`src/rtl/control_sequencer_if.sv`:
```
// Control-unit <-> datapath bundle: IR/condition/run-control inputs and all datapath strobes.
interface control_sequencer_if;
  logic [31:0] ir;
  logic        con, start, stop;
  logic [4:0]  opcode;
  logic        Gra, Grb, Grc, Rin, Rout, BAout, Cout, CONN_in;
  logic        PCout, MDRout, ZLowOut, ZHighOut, HIout, LOout, InPortOut;
  logic        PCin, IRin, MARin, MDRin, Yin, Zin, HIin, LOin, OutPortIn, incPC, read, write;
  logic        run;

  modport slave (
    input  ir, con, start, stop,
    output opcode, Gra, Grb, Grc, Rin, Rout, BAout, Cout, CONN_in,
           PCout, MDRout, ZLowOut, ZHighOut, HIout, LOout, InPortOut,
           PCin, IRin, MARin, MDRin, Yin, Zin, HIin, LOin, OutPortIn, incPC, read, write, run
  );

  modport master (
    output ir, con, start, stop,
    input  opcode, Gra, Grb, Grc, Rin, Rout, BAout, Cout, CONN_in,
           PCout, MDRout, ZLowOut, ZHighOut, HIout, LOout, InPortOut,
           PCin, IRin, MARin, MDRin, Yin, Zin, HIin, LOin, OutPortIn, incPC, read, write, run
  );
endinterface

```
`src/rtl/control_sequencer.sv`:
```
// Moore control sequencer: fetch T0..T2, opcode-driven execute T3..T7, HALT with run control.
module control_sequencer #(
  parameter int MEM_WAIT = 0
) (
  input logic clk,
  input logic clr,
  control_sequencer_if.slave bus
);
  typedef enum logic [3:0] {RST, T0, T1, T2, T3, T4, T5, T6, T7, HALT} state_t;
  typedef enum logic [3:0] {C_LD, C_LDI, C_ST, C_RALU, C_IALU, C_MULDIV, C_UNARY, C_BR,
                            C_JR, C_IN, C_OUT, C_MFHI, C_MFLO, C_HALT, C_NOP} class_t;

  localparam logic [2:0] LP_WAIT = 3'(MEM_WAIT);
  localparam int B_GRA = 0, B_GRB = 1, B_GRC = 2, B_RIN = 3, B_ROUT = 4, B_BAOUT = 5, B_COUT = 6;
  localparam int B_CONNIN = 7, B_PCOUT = 8, B_MDROUT = 9, B_ZLOWOUT = 10, B_ZHIGHOUT = 11;
  localparam int B_HIOUT = 12, B_LOOUT = 13, B_INPORTOUT = 14, B_PCIN = 15, B_IRIN = 16;
  localparam int B_MARIN = 17, B_MDRIN = 18, B_YIN = 19, B_ZIN = 20, B_HIIN = 21, B_LOIN = 22;
  localparam int B_OUTPORTIN = 23, B_INCPC = 24, B_READ = 25, B_WRITE = 26;

  function automatic class_t f_class(input logic [4:0] op);
    class_t c;
    case (op) inside
      5'b00000:          c = C_LD;
      5'b00001:          c = C_LDI;
      5'b00010:          c = C_ST;
      [5'd3:5'd11]:      c = C_RALU;
      [5'd12:5'd14]:     c = C_IALU;
      5'b01111, 5'b10000: c = C_MULDIV;
      5'b10001, 5'b10010: c = C_UNARY;
      5'b10011:          c = C_BR;
      5'b10100:          c = C_JR;
      5'b10110:          c = C_IN;
      5'b10111:          c = C_OUT;
      5'b11000:          c = C_MFHI;
      5'b11001:          c = C_MFLO;
      5'b11011:          c = C_HALT;
      default:           c = C_NOP;
    endcase
    return c;
  endfunction

  function automatic state_t f_last(input class_t c);
    state_t s;
    case (c)
      C_LD, C_ST:             s = T7;
      C_LDI, C_RALU, C_IALU:  s = T5;
      C_MULDIV, C_BR:         s = T6;
      C_UNARY:                s = T4;
      default:                s = T3;
    endcase
    return s;
  endfunction

  function automatic logic [26:0] f_strobes(input state_t s, input class_t c, input logic cn);
    logic [26:0] v;
    v = 27'd0;
    case (s)
      T0: begin v[B_PCOUT] = 1'b1; v[B_MARIN] = 1'b1; v[B_INCPC] = 1'b1; v[B_ZIN] = 1'b1; end
      T1: begin v[B_ZLOWOUT] = 1'b1; v[B_PCIN] = 1'b1; v[B_READ] = 1'b1; v[B_MDRIN] = 1'b1; end
      T2: begin v[B_MDROUT] = 1'b1; v[B_IRIN] = 1'b1; end
      T3: case (c)
        C_LD, C_LDI, C_ST: begin v[B_GRB] = 1'b1; v[B_BAOUT] = 1'b1; v[B_YIN] = 1'b1; end
        C_RALU, C_IALU:    begin v[B_GRB] = 1'b1; v[B_ROUT] = 1'b1; v[B_YIN] = 1'b1; end
        C_MULDIV:          begin v[B_GRA] = 1'b1; v[B_ROUT] = 1'b1; v[B_YIN] = 1'b1; end
        C_UNARY:           begin v[B_GRB] = 1'b1; v[B_ROUT] = 1'b1; v[B_ZIN] = 1'b1; end
        C_BR:              begin v[B_GRA] = 1'b1; v[B_ROUT] = 1'b1; v[B_CONNIN] = 1'b1; end
        C_JR:              begin v[B_GRA] = 1'b1; v[B_ROUT] = 1'b1; v[B_PCIN] = 1'b1; end
        C_IN:              begin v[B_INPORTOUT] = 1'b1; v[B_GRA] = 1'b1; v[B_RIN] = 1'b1; end
        C_OUT:             begin v[B_GRA] = 1'b1; v[B_ROUT] = 1'b1; v[B_OUTPORTIN] = 1'b1; end
        C_MFHI:            begin v[B_HIOUT] = 1'b1; v[B_GRA] = 1'b1; v[B_RIN] = 1'b1; end
        C_MFLO:            begin v[B_LOOUT] = 1'b1; v[B_GRA] = 1'b1; v[B_RIN] = 1'b1; end
        default:           v = 27'd0;
      endcase
      T4: case (c)
        C_LD, C_LDI, C_ST, C_IALU: begin v[B_COUT] = 1'b1; v[B_ZIN] = 1'b1; end
        C_RALU:   begin v[B_GRC] = 1'b1; v[B_ROUT] = 1'b1; v[B_ZIN] = 1'b1; end
        C_MULDIV: begin v[B_GRB] = 1'b1; v[B_ROUT] = 1'b1; v[B_ZIN] = 1'b1; end
        C_UNARY:  begin v[B_ZLOWOUT] = 1'b1; v[B_GRA] = 1'b1; v[B_RIN] = 1'b1; end
        C_BR:     begin v[B_PCOUT] = 1'b1; v[B_YIN] = 1'b1; end
        default:  v = 27'd0;
      endcase
      T5: case (c)
        C_LD, C_ST:            begin v[B_ZLOWOUT] = 1'b1; v[B_MARIN] = 1'b1; end
        C_LDI, C_RALU, C_IALU: begin v[B_ZLOWOUT] = 1'b1; v[B_GRA] = 1'b1; v[B_RIN] = 1'b1; end
        C_MULDIV:              begin v[B_ZLOWOUT] = 1'b1; v[B_LOIN] = 1'b1; end
        C_BR:                  begin v[B_COUT] = 1'b1; v[B_ZIN] = 1'b1; end
        default:               v = 27'd0;
      endcase
      T6: case (c)
        C_LD:     begin v[B_READ] = 1'b1; v[B_MDRIN] = 1'b1; end
        C_ST:     begin v[B_GRA] = 1'b1; v[B_ROUT] = 1'b1; v[B_MDRIN] = 1'b1; end
        C_MULDIV: begin v[B_ZHIGHOUT] = 1'b1; v[B_HIIN] = 1'b1; end
        C_BR:     begin v[B_ZLOWOUT] = cn; v[B_PCIN] = cn; end
        default:  v = 27'd0;
      endcase
      T7: case (c)
        C_LD:    begin v[B_MDROUT] = 1'b1; v[B_GRA] = 1'b1; v[B_RIN] = 1'b1; end
        C_ST:    v[B_WRITE] = 1'b1;
        default: v = 27'd0;
      endcase
      default: v = 27'd0;
    endcase
    return v;
  endfunction

  state_t      r_state, w_next, w_boundary;
  class_t      w_class;
  logic [2:0]  r_wait, w_wait_nxt;
  logic        r_stop, w_stop_pend, w_hold, w_run;
  logic [26:0] r_str, w_str;
  logic [4:0]  r_opcode, w_opcode;
  logic        r_run;
  logic        w_unused_ir;

  assign w_class     = f_class(bus.ir[31:27]);
  assign w_stop_pend = r_stop | bus.stop;
  assign w_boundary  = w_stop_pend ? HALT : T0;
  assign w_hold      = (r_state == T1) || ((r_state == T6) && (w_class == C_LD));
  assign w_unused_ir = ^bus.ir[26:0];

  // Next state; memory-read steps stay put until the wait counter reaches MEM_WAIT.
  always_comb begin
    w_next     = r_state;
    w_wait_nxt = 3'd0;
    case (r_state)
      RST, T2: w_next = (r_state == RST) ? T0 : T3;
      T0:      w_next = T1;
      T1, T3, T4, T5, T6, T7: begin
        if (w_hold && (r_wait != LP_WAIT)) begin
          w_wait_nxt = r_wait + 3'd1;
        end else if (r_state == T1) begin
          w_next = T2;
        end else if ((r_state == T3) && (w_class == C_HALT)) begin
          w_next = HALT;
        end else if (r_state == f_last(w_class)) begin
          w_next = w_boundary;
        end else begin
          w_next = state_t'(r_state + 4'd1);
        end
      end
      HALT:    w_next = (bus.start && !bus.stop) ? T0 : HALT;
      default: w_next = RST;
    endcase
  end

  // Outputs are decoded from the next state so they register alongside it.
  always_comb begin
    w_str    = f_strobes(w_next, w_class, bus.con);
    w_run    = (w_next != RST) && (w_next != HALT);
    w_opcode = 5'b00000;
    if ((w_next >= T3) && (w_next <= T7)) begin
      if ((w_class == C_LD) || (w_class == C_LDI) || (w_class == C_ST) || (w_class == C_BR)) begin
        w_opcode = 5'b00011;
      end else begin
        w_opcode = bus.ir[31:27];
      end
    end else begin
      w_opcode = 5'b00000;
    end
  end

  always_ff @(posedge clk or negedge clr) begin
    if (!clr) begin
      r_state  <= RST;
      r_wait   <= 3'd0;
      r_stop   <= 1'b0;
      r_str    <= 27'd0;
      r_opcode <= 5'b00000;
      r_run    <= 1'b0;
    end else begin
      r_state  <= w_next;
      r_wait   <= w_wait_nxt;
      r_stop   <= (w_next == HALT) ? 1'b0 : w_stop_pend;
      r_str    <= w_str;
      r_opcode <= w_opcode;
      r_run    <= w_run;
    end
  end

  assign bus.opcode    = r_opcode;
  assign bus.run       = r_run;
  assign bus.Gra       = r_str[B_GRA];
  assign bus.Grb       = r_str[B_GRB];
  assign bus.Grc       = r_str[B_GRC];
  assign bus.Rin       = r_str[B_RIN];
  assign bus.Rout      = r_str[B_ROUT];
  assign bus.BAout     = r_str[B_BAOUT];
  assign bus.Cout      = r_str[B_COUT];
  assign bus.CONN_in   = r_str[B_CONNIN];
  assign bus.PCout     = r_str[B_PCOUT];
  assign bus.MDRout    = r_str[B_MDROUT];
  assign bus.ZLowOut   = r_str[B_ZLOWOUT];
  assign bus.ZHighOut  = r_str[B_ZHIGHOUT];
  assign bus.HIout     = r_str[B_HIOUT];
  assign bus.LOout     = r_str[B_LOOUT];
  assign bus.InPortOut = r_str[B_INPORTOUT];
  assign bus.PCin      = r_str[B_PCIN];
  assign bus.IRin      = r_str[B_IRIN];
  assign bus.MARin     = r_str[B_MARIN];
  assign bus.MDRin     = r_str[B_MDRIN];
  assign bus.Yin       = r_str[B_YIN];
  assign bus.Zin       = r_str[B_ZIN];
  assign bus.HIin      = r_str[B_HIIN];
  assign bus.LOin      = r_str[B_LOIN];
  assign bus.OutPortIn = r_str[B_OUTPORTIN];
  assign bus.incPC     = r_str[B_INCPC];
  assign bus.read      = r_str[B_READ];
  assign bus.write     = r_str[B_WRITE];
endmodule
```
`src/flat_wrapper.sv`:
```
// flat-port wrapper written by rule: the top's interface ports become plain ports
module control_sequencer_flat 
#(
  parameter int MEM_WAIT = 0
)
  (clk, clr, bus_ir, bus_con, bus_start, bus_stop, bus_opcode, bus_Gra, bus_Grb, bus_Grc, bus_Rin, bus_Rout, bus_BAout, bus_Cout, bus_CONN_in, bus_PCout, bus_MDRout, bus_ZLowOut, bus_ZHighOut, bus_HIout, bus_LOout, bus_InPortOut, bus_PCin, bus_IRin, bus_MARin, bus_MDRin, bus_Yin, bus_Zin, bus_HIin, bus_LOin, bus_OutPortIn, bus_incPC, bus_read, bus_write, bus_run);
  control_sequencer_if bus_i ();
  input logic clk;
  input logic clr;
  input wire logic [$bits(bus_i.ir)-1:0] bus_ir;
  input wire logic [$bits(bus_i.con)-1:0] bus_con;
  input wire logic [$bits(bus_i.start)-1:0] bus_start;
  input wire logic [$bits(bus_i.stop)-1:0] bus_stop;
  output wire logic [$bits(bus_i.opcode)-1:0] bus_opcode;
  output wire logic [$bits(bus_i.Gra)-1:0] bus_Gra;
  output wire logic [$bits(bus_i.Grb)-1:0] bus_Grb;
  output wire logic [$bits(bus_i.Grc)-1:0] bus_Grc;
  output wire logic [$bits(bus_i.Rin)-1:0] bus_Rin;
  output wire logic [$bits(bus_i.Rout)-1:0] bus_Rout;
  output wire logic [$bits(bus_i.BAout)-1:0] bus_BAout;
  output wire logic [$bits(bus_i.Cout)-1:0] bus_Cout;
  output wire logic [$bits(bus_i.CONN_in)-1:0] bus_CONN_in;
  output wire logic [$bits(bus_i.PCout)-1:0] bus_PCout;
  output wire logic [$bits(bus_i.MDRout)-1:0] bus_MDRout;
  output wire logic [$bits(bus_i.ZLowOut)-1:0] bus_ZLowOut;
  output wire logic [$bits(bus_i.ZHighOut)-1:0] bus_ZHighOut;
  output wire logic [$bits(bus_i.HIout)-1:0] bus_HIout;
  output wire logic [$bits(bus_i.LOout)-1:0] bus_LOout;
  output wire logic [$bits(bus_i.InPortOut)-1:0] bus_InPortOut;
  output wire logic [$bits(bus_i.PCin)-1:0] bus_PCin;
  output wire logic [$bits(bus_i.IRin)-1:0] bus_IRin;
  output wire logic [$bits(bus_i.MARin)-1:0] bus_MARin;
  output wire logic [$bits(bus_i.MDRin)-1:0] bus_MDRin;
  output wire logic [$bits(bus_i.Yin)-1:0] bus_Yin;
  output wire logic [$bits(bus_i.Zin)-1:0] bus_Zin;
  output wire logic [$bits(bus_i.HIin)-1:0] bus_HIin;
  output wire logic [$bits(bus_i.LOin)-1:0] bus_LOin;
  output wire logic [$bits(bus_i.OutPortIn)-1:0] bus_OutPortIn;
  output wire logic [$bits(bus_i.incPC)-1:0] bus_incPC;
  output wire logic [$bits(bus_i.read)-1:0] bus_read;
  output wire logic [$bits(bus_i.write)-1:0] bus_write;
  output wire logic [$bits(bus_i.run)-1:0] bus_run;
  assign bus_i.ir = bus_ir;
  assign bus_i.con = bus_con;
  assign bus_i.start = bus_start;
  assign bus_i.stop = bus_stop;
  assign bus_opcode = bus_i.opcode;
  assign bus_Gra = bus_i.Gra;
  assign bus_Grb = bus_i.Grb;
  assign bus_Grc = bus_i.Grc;
  assign bus_Rin = bus_i.Rin;
  assign bus_Rout = bus_i.Rout;
  assign bus_BAout = bus_i.BAout;
  assign bus_Cout = bus_i.Cout;
  assign bus_CONN_in = bus_i.CONN_in;
  assign bus_PCout = bus_i.PCout;
  assign bus_MDRout = bus_i.MDRout;
  assign bus_ZLowOut = bus_i.ZLowOut;
  assign bus_ZHighOut = bus_i.ZHighOut;
  assign bus_HIout = bus_i.HIout;
  assign bus_LOout = bus_i.LOout;
  assign bus_InPortOut = bus_i.InPortOut;
  assign bus_PCin = bus_i.PCin;
  assign bus_IRin = bus_i.IRin;
  assign bus_MARin = bus_i.MARin;
  assign bus_MDRin = bus_i.MDRin;
  assign bus_Yin = bus_i.Yin;
  assign bus_Zin = bus_i.Zin;
  assign bus_HIin = bus_i.HIin;
  assign bus_LOin = bus_i.LOin;
  assign bus_OutPortIn = bus_i.OutPortIn;
  assign bus_incPC = bus_i.incPC;
  assign bus_read = bus_i.read;
  assign bus_write = bus_i.write;
  assign bus_run = bus_i.run;
  control_sequencer #(.MEM_WAIT(MEM_WAIT)) u_core (.clk(clk), .clr(clr), .bus(bus_i));
endmodule
```
`config.mk`:
```
export PLATFORM = sky130hd
export DESIGN_NAME = control_sequencer_flat
export DESIGN_NICKNAME = d
export VERILOG_FILES = /design/src/rtl/control_sequencer_if.sv /design/src/rtl/control_sequencer.sv /design/src/flat_wrapper.sv
export SDC_FILE = /design/constraint.sdc
export NUM_CORES = 1
export LEC_CHECK = 0
export CORE_MARGIN = 2
export CORE_UTILIZATION = 35
export CTS_BUF_LIST = sky130_fd_sc_hd__clkbuf_16
export DETAILED_ROUTE_END_ITERATION = 12
export MAX_ROUTING_LAYER = met4
export PLACE_DENSITY = 0.58
export SYNTH_ARGS = -nofsm -noshare
export SYNTH_HDL_FRONTEND = slang
export SYNTH_SLANG_ARGS = --single-unit
```
`constraint.sdc`:
```
create_clock -name clk -period 4.46 [get_ports clk]
set_input_delay 1.115 -clock clk [delete_from_list [all_inputs] [get_ports clk]]
set_output_delay 1.115 -clock clk [all_outputs]
set_load 0.005 [all_outputs]
```
==> results of run 1 <==
## cell families after synthesis
family | after synthesis | share of synthesized area, %
adder cells (fa/ha/maj) | 6 | 3.21
AO/OA/AOI/OAI | 54 | 17.8
flip-flops | 41 | 43.8
AND/OR/NAND/NOR | 114 | 25.1
XOR/XNOR | 3 | 1.12
multiplexers | 7 | 3.05
buffers and inverters | 31 | 5.88
## synth_stat cells, types with 2 or more instances
cell type  number
a211o_1         2
a211oi_1        3
a21oi_1         7
a22o_1          5
a2bb2oi_1       2
a31oi_1         2
and2_1          2
and3_1          5
buf_2           4
buf_4           2
clkbuf_1        9
dfrtp_1        41
ha_1            6
inv_1           9
inv_2           4
mux2i_1         6
nand2_1        18
nand2b_1        7
nand3_1        11
nand4_1         3
nor2_1         27
nor2b_1         7
nor3_1         15
nor4_1          5
o2111ai_1       2
o21ai_0         6
o31a_1          3
o31ai_1         2
o32a_1          2
o32ai_1         2
or2_2           2
or3_1           3
xnor2_1         2
## stage by stage
step           power (W)  util (%)  hold slack [ns]
2_1_floorplan    0.00113         -            0.431
3_3_place_gp     0.00163      46.2            0.440
3_5_place_dp     0.00162      46.2            0.466
4_1_cts          0.00198      48.5            0.475
5_1_grt          0.00211      48.5            0.496
6_report         0.00197      48.5            0.465
## worst paths after layout
path | from | end | slack, ns | depth (start not counted)
max | bus_ir[30] | u_core.r_str[0] | 0.62 | 11
min | u_core.r_wait[0] | u_core.r_wait[0] | 0.47 | 1
max reg2reg | u_core.r_state[0] | u_core.r_str[0] | 1.21 | 11
min reg2reg | u_core.r_wait[0] | u_core.r_wait[0] | 0.47 | 1
max in group asynchronous | clr | u_core.r_str[5] | 2.95 | 1
min in group asynchronous | clr | u_core.r_wait[0] | 0.94 | 1
## flip-flops by register name (all words and copies together), names as in the netlist
signal / cells
u_core.r_str: 27
u_core.bus.opcode: 5
u_core.r_stop: 1
u_core.bus.run: 1
u_core.r_state: 4
u_core.r_wait: 3
## report_power, final
part	switching, W	internal, W
Clock	0.000144	0.000205
Sequential	0.0000436	0.000456
Combinational	0.000608	0.000516
## area by class of cell
| type | instances | area (um2) |
|---|---|---|
| fill | 617 | 3310 |
| multi-input combinational | 184 | 1180 |
| sequential | 41 | 1030 |
| timing repair buffer | 69 | 618 |
| clock buffer | 5 | 125 |
| tap | 77 | 96.3 |
| inverter | 14 | 52.6 |
| clock inverter | 3 | 17.5 |
## layer usage
layer	wire length, um	track usage, %	vias to the layer above
met2	2840	27.1	79
li1	-	-	1034
met5	0	-	-
met4	112	6.64	0
met3	375	2.60	11
met1	2860	26.0	1011
==> flow_metrics.tcl, run 1 <==
set metrics [dict create \
    grt_setup_unrepaired "false" \
    drive_gt1_share_pct 15.5 \
    worst_slew_pin_slew_ns 0.881 \
    placed_area_um2 2970 \
    syn-num-nets 299 \
    final_cell_mix "clkdlybuf4s50_1 (41), dfrtp_1 (41), nor2_1 (27), buf_4 (27), nand2_1 (18)" \
    antenna_left 0 \
    place_inst 385 \
    async_reset_ff_share_pct 100 \
    first_pass_iters 9 \
    finalHoldViolCount 0 \
    grt_max_degree 42 \
    criticalPathCategory "primary input to flip-flop" \
    start_util_pct 36.5 \
    cp_num_buf_inv 3 \
    synthCells 256 \
    grt_pass1_vias 2049 \
    pin_count 70 \
    worst_slack_ns 0.616 \
    fin_area_um2 3110 \
    ys_top_cells_by_area "dfrtp_1 (44%), nor2_1 (4.3%), ha_1 (3.2%)" \
    antenna_found_initial 0 \
    crit_fanout 18 \
    cts-root-buf "clkbuf_16" \
    htree_levels 2 \
    wirelength_um 6180 \
    endpoint_kind "flip-flop" \
    slew-limit-headroom_pct 41.3 \
    area_growth_pct 33.0 \
    crit_slowest_cell "nor4_1" \
    ir_drop_mv 0.236 \
    final_cell_count_no_fill 393 \
    cts_tree "yes" \
    grt_pass1_wl_um 10300 \
    ys_seq_area_share_pct 43.8 \
    drv_cap 0 \
    clkLatencyLatePin_ns 0.29 \
    yosysTopAreaCell "dfrtp_1" \
    violations "design-rule violations" \
    p_leak_nw 1.38 \
    cts.sink_count 41 \
    synth_ff_type "dfrtp_1" \
    crit_path_cell_trace "clkdlybuf4s50_1 -> buf_4 -> nor4_1 -> a22o_1 -> a31oi_1 -> and3_1 -> a21oi_2 -> clkinv_1 -> mux2i_1 -> o32a_1 -> o211ai_1" \
    setup_tns_ns 0 \
    vias 2135 \
    max_stage_delay_ns 0.57 \
    core_area_um2 6420 \
    numCtsBuffers 5 \
    slew_violations 0 \
    wl_per_cell_um 15.7 \
    grt_usage_pct 18.4 \
    hold_buffers 0 \
    clkTransAtPathRegs_ns 0.06 \
    via_per_inst 5.43 \
    fin_skew_ns 0.00653 \
    num_rows 29 \
    period_needed_ns 3.84 \
    synth_cell_types 63 \
    cp-start-kind "primary input" \
    synth_seq_cells 41 \
    overflow 0 \
    hpwlAfterDp_um 4630 \
    fin_crit_sh_pct 86.2 \
    die_h_um 85.8 \
    port_buffers 42 \
    arrival_ns 3.99 \
    power-per-cell-area_nw_per_um2 634 \
    first_iter_violations 183 \
    syn_area_um2 2340 \
    die_area_um2 7360 \
    avgSynthCellArea_um2 9.14 \
    gp_congestion 0.907 \
    postCtsSetupRepairBufs 0 \
    num-nets-final 358 \
    ys.warnings.count 0 \
    diodes 0 \
    synth_top_area_share_pct 43.8 \
    max_freq_ghz 0.260 \
    drc 6 \
    cts_resized 0 \
    status "complete, but fails checks" \
    die_w_um 85.8 \
    holdCritPathClass "flip-flop to flip-flop" \
    cts.path.max_buffers 2 \
    finalSetupViolCount 0 \
    cp_top_family "buffers and inverters" \
    synth_edf_count 0 \
    dp_worst_setup_slack_ns 0.354 \
    required_ns 4.61 \
]
Note: power is estimated with default switching activity, not from simulation.
==> run 2: changes to the inputs <==
--- a/config.mk
+++ b/config.mk
@@ -11,6 +11,7 @@
 export DETAILED_ROUTE_END_ITERATION = 12
 export MAX_ROUTING_LAYER = met4
 export PLACE_DENSITY = 0.58
+export RECOVER_POWER = 100
 export SYNTH_ARGS = -nofsm -noshare
 export SYNTH_HDL_FRONTEND = slang
 export SYNTH_SLANG_ARGS = --single-unit
==> flow_metrics.tcl, run 2 (same netlist as run 1, synthesis figures left out) <==
set metrics [dict create \
    status "complete, but fails checks" \
    violations "design-rule violations, max-capacitance violations, max-slew violations" \
    period_needed_ns 4.09 \
    die_area_um2 7360 \
    hold_buffers 0 \
    drv_cap 1 \
    setup_tns_ns 0 \
    reg2reg_from "u_core.r_state[0]" \
    cts-root-buf "clkbuf_16" \
    grt_max_degree 42 \
    clkLatencyLatePin_ns 0.29 \
    num_rows 29 \
    fin_skew_ns 0.00635 \
    critPathLaunch "bus_ir[30]" \
    rrSetupSlack_ns 1.05 \
    fin_crit_sh_pct 91.7 \
    reg2reg_to "u_core.r_str[12]" \
    port_buffers 42 \
    grt_pass1_wl_um 10300 \
    pin_count 70 \
    vias 2141 \
    max_freq_ghz 0.245 \
    largest_reg_flops 27 \
    p_int_w 0.00112 \
    num-nets-final 358 \
    first_iter_violations 218 \
    htree_levels 2 \
    holdCritPathClass "flip-flop to flip-flop" \
    whs_endpoint "u_core.r_wait[0]" \
    finalHoldViolCount 0 \
    overflow 0 \
    cts_tree "yes" \
    ir_drop_mv 0.223 \
    core_area_um2 6420 \
    r2r_cells 11 \
    antenna_left 0 \
    dp_worst_setup_slack_ns 0.354 \
    postCtsSetupRepairBufs 0 \
    cts.sink_count 41 \
    fin_area_um2 3070 \
    numCtsBuffers 5 \
    gp_congestion 0.907 \
    max_stage_delay_ns 0.55 \
    antenna_found_initial 0 \
    via_per_inst 5.45 \
    diodes 0 \
    cts.path.max_buffers 2 \
    start_util_pct 36.5 \
    die_h_um 85.8 \
    power-per-cell-area_nw_per_um2 619 \
    crit_slowest_cell "dlygate4sd3_1" \
    first_pass_iters 9 \
    power_frac_comb_pct 55.6 \
    placed_area_um2 2970 \
    drc 6 \
    p_clk_share_pct 18.3 \
    cp_num_buf_inv 4 \
    hold_start "u_core.r_wait[0]" \
    finish.utilization_pct 47.9 \
    required_ns 4.66 \
    nFillCells 628 \
    multi_input_area_um2 1160 \
    layout.area.seq_um2 1030 \
    drive_gt1_share_pct 11.7 \
    p_seq_share_pct 26.1 \
    p_leak_nw 1.46 \
    crit_path_cell_trace "dlygate4sd3_1 -> buf_4 -> nor4_1 -> a22o_1 -> a31oi_1 -> and3_1 -> a21oi_1 -> clkinv_1 -> nor3_1 -> clkbuf_1 -> and3_1" \
    cp-start-kind "primary input" \
    final_cell_mix "dfrtp_1 (41), dlygate4sd3_1 (34), nor2_1 (28)" \
    criticalPathCategory "primary input to flip-flop" \
    regMostFlops "u_core.r_str" \
    wirelength_um 6230 \
    slew_violations 42 \
    p_sw_share_pct 41.2 \
    worst_slack_ns 0.372 \
    worst_slew_pin_slew_ns 2.12 \
    endpoint_kind "flip-flop" \
    grt_usage_pct 18.4 \
    cp_top_family "buffers and inverters" \
    clkTransAtPathRegs_ns 0.06 \
    finalSetupViolCount 0 \
    slew-limit-headroom_pct -41.1 \
    arrival_ns 4.29 \
    grt_setup_unrepaired "false" \
    cts_resized 0 \
    grt_pass1_vias 2049 \
    area_growth_pct 31.3 \
    layout_commonest_cell "dfrtp_1" \
    crit_fanout 18 \
    wl_per_cell_um 15.8 \
    die_w_um 85.8 \
    holdPathStages 1 \
    p_switching_w 0.000785 \
    hpwlAfterDp_um 4630 \
    path_common_cell "and3_1" \
]
[run 2: cell count changes in the layout (fill, tap and decap cells not counted), sizes merged]
cell / previous run / this run
clkdlybuf4s50: 41 / 7
dlygate4sd3: 0 / 34
buf: 28 / 17
clkbuf: 5 / 16
[run 2: metrics by stage]
step	power, W	std cells	hold slack, ns
6_report	0.00190	393	0.465
5_1_grt	0.00204	393	0.496
4_1_cts	0.00198	393	0.475
3_5_place_dp	0.00162	385	0.466
3_3_place_gp	0.00163	385	0.440
2_1_floorplan	0.00113	256	0.431
[run 2: power by group through the flow]
stage / Clock, W / Combinational [W] / Sequential, W
after global placement: 0 / 0.00112 / 0.000506
after global routing: 0.000379 / 0.00116 / 0.000508
after CTS: 0.000359 / 0.00112 / 0.000501
final: 0.000348 / 0.00106 / 0.000497
after floorplan: 0 / 0.000629 / 0.000503
after detailed placement: 0 / 0.00111 / 0.000507
[run 2: routing by layer]
metal	up-vias	part of all wire [%]	track usage (%)
li1	1039	-	-
met5	-	0	-
met2	92	45	27.1
met1	988	47	26.0
met3	22	5.8	2.60
met4	0	2.5	6.64
[run 2: how the worst max path moves through the flow]
| stage | endpoint | slack [ns] | cells after the start |
|---|---|---|---|
| 2_1_floorplan | u_core.r_str[20] | 0.87 | 12 |
| 3_5_place_dp | u_core.r_str[6] | 0.35 | 11 |
| 3_3_place_gp | u_core.r_str[10] | 0.35 | 12 |
| 4_1_cts | u_core.r_str[8] | 0.63 | 12 |
| 5_1_grt | u_core.bus.opcode[3] | 0.21 | 12 |
| 6_report | u_core.r_str[12] | 0.37 | 11 |
[run 2: final cells by class]
cell class,count,share of cell area [%]
Multi-Input combinational cell,184,37.8
Sequential cell,41,33.4
Timing Repair Buffer,69,19.4
Clock buffer,5,4.07
Tap cell,77,3.13
Inverter,14,1.71
Clock inverter,3,0.570
[run 2: worst reg2reg max path, stage by stage (launching register included)]
cell,delay [ns]
dfrtp_1,0.49
inv_1,0.13
ha_1,0.29
o32a_1,0.34
o2bb2ai_1,0.45
a31oi_1,0.11
and3_1,0.22
a21oi_1,0.21
clkinv_1,0.30
nor3_1,0.26
clkbuf_1,0.27
and3_1,0.27
==> run 3: changes to the inputs <==
--- a/config.mk
+++ b/config.mk
@@ -9,8 +9,9 @@
 export CORE_UTILIZATION = 35
 export CTS_BUF_LIST = sky130_fd_sc_hd__clkbuf_16
 export DETAILED_ROUTE_END_ITERATION = 12
+export DONT_BUFFER_PORTS = 1
 export MAX_ROUTING_LAYER = met4
-export PLACE_DENSITY = 0.58
+export PLACE_DENSITY = 0.45
 export RECOVER_POWER = 100
 export SYNTH_ARGS = -nofsm -noshare
 export SYNTH_HDL_FRONTEND = slang
==> flow_metrics.tcl, run 3 (same netlist as run 1, synthesis figures left out) <==
set metrics [dict create \
    num-nets-final 291 \
    wirelength_um 6270 \
    cts_resized 0 \
    holdCritPathClass "flip-flop to flip-flop" \
    die_area_um2 7360 \
    wl_per_cell_um 19.2 \
    overflow 0 \
    drc 3 \
    cts-root-buf "clkbuf_16" \
    grt_max_degree 42 \
    crit_fanout 19 \
    grt_setup_unrepaired "false" \
    num_rows 29 \
    ir_drop_mv 0.275 \
    grt_pass1_vias 1811 \
    max_freq_ghz 0.252 \
    die_h_um 85.8 \
    nFillCells 653 \
    hold_buffers 0 \
    start_util_pct 36.5 \
    final_cell_mix "dfrtp_1 (41), nor2_1 (27), nand2_1 (18)" \
    finalHoldViolCount 0 \
    endpoint_kind "flip-flop" \
    worst_slew_pin_slew_ns 0.791 \
    grt_pass1_wl_um 10300 \
    hpwlAfterDp_um 4350 \
    cts.sink_count 41 \
    antenna_found_initial 0 \
    status "complete, but fails checks" \
    fin_area_um2 2510 \
    numCtsBuffers 5 \
    vias 1903 \
    diodes 0 \
    postCtsSetupRepairBufs 0 \
    via_per_inst 5.84 \
    multi_input_area_um2 1160 \
    p_leak_nw 1.12 \
    grt_usage_pct 18.8 \
    die_w_um 85.8 \
    setup_tns_ns 0 \
    slew-limit-headroom_pct 46.9 \
    placed_area_um2 2370 \
    drive_gt1_share_pct 5.22 \
    cp-start-kind "primary input" \
    finalSetupViolCount 0 \
    layout_commonest_cell "dfrtp_1" \
    clkLatencyLatePin_ns 0.28 \
    first_iter_violations 165 \
    htree_levels 2 \
    gp_congestion 0.868 \
    area_growth_pct 7.11 \
    power-per-cell-area_nw_per_um2 677 \
    drv_cap 0 \
    arrival_ns 4.18 \
    violations "design-rule violations" \
    cts_tree "yes" \
    first_pass_iters 8 \
    regMostFlops "u_core.r_str" \
    fin_skew_ns 0.00527 \
    clkTransAtPathRegs_ns 0.06 \
    largest_reg_flops 27 \
    slew_violations 0 \
    antenna_left 0 \
    criticalPathCategory "primary input to flip-flop" \
    cts.path.max_buffers 2 \
    port_buffers 0 \
    period_needed_ns 3.96 \
    core_area_um2 6420 \
    layout.area.seq_um2 1030 \
    pin_count 70 \
    fin_crit_sh_pct 88.9 \
    required_ns 4.68 \
]
[run 3: cell types whose count changed in the layout (fill, tap and decap cells not counted), sizes merged]
| cell | before | now |
|---|---|---|
| clkdlybuf4s50 | 7 | 0 |
| buf | 17 | 0 |
| dlygate4sd3 | 34 | 0 |
| clkinv | 3 | 2 |
| clkbuf | 16 | 7 |
| bufinv | 0 | 1 |
[run 3: power breakdown]
group | internal, W | leakage (nW) | switching (W) | total (W)
clock network | 0.000262 | 0.0775 | 0.000144 | 0.000406
registers | 0.000457 | 0.550 | 0.0000621 | 0.000519
logic | 0.000249 | 0.492 | 0.000523 | 0.000771
[run 3: final cells by class]
cell class	count	share of cell area, %
sequential	41	40.9
clock inverter	3	1.65
tap	77	3.84
multi-input combinational	184	46.2
inverter	14	2.10
clock buffer	5	4.99
timing repair buffer	2	0.299
[run 3: routing by layer]
metal	global-route usage (%)	wire length (um)	vias to the layer above
li1	-	-	902
met1	29.1	3190	934
met2	24.8	2700	63
met4	4.33	48	0
met3	4.04	327	4
met5	-	0	-
[run 3: worst paths after layout]
path                                   start               end  slack (ns)  cells past startpoint
max in group asynchronous                clr     u_core.r_stop        3.83                      0
min in group asynchronous                clr   u_core.r_str[0]        0.53                      0
setup / recovery                  bus_ir[30]  u_core.r_str[12]        0.50                      9
hold / removal              u_core.r_wait[0]  u_core.r_wait[0]        0.46                      1
hold reg to reg             u_core.r_wait[0]  u_core.r_wait[0]        0.46                      1
setup reg to reg           u_core.r_state[0]  u_core.r_str[15]        0.76                     11
[run 3: through the flow]
stage / total power (W) / util [%] / hold WS, ns / cells / worst slack [ns]
final: 0.00170 / 39.0 / 0.460 / 326 / 0.496
after global routing: 0.00183 / 39.0 / 0.485 / 326 / 0.303
after CTS: 0.00175 / 39.5 / 0.462 / 326 / 0.816
after detailed placement: 0.00133 / 36.9 / 0.454 / 318 / 0.528
after global placement: 0.00134 / 36.9 / 0.445 / 318 / 0.494
after floorplan: 0.00113 / - / 0.431 / 256 / 0.872
[run 3: worst max-delay path: stages]
cell	delay, ns
or4_1	0.67
mux2i_1	0.25
a211oi_1	0.08
and3_1	0.24
o31a_1	0.35
inv_1	0.21
o21ai_1	0.32
nor3_1	0.65
and3_1	0.28
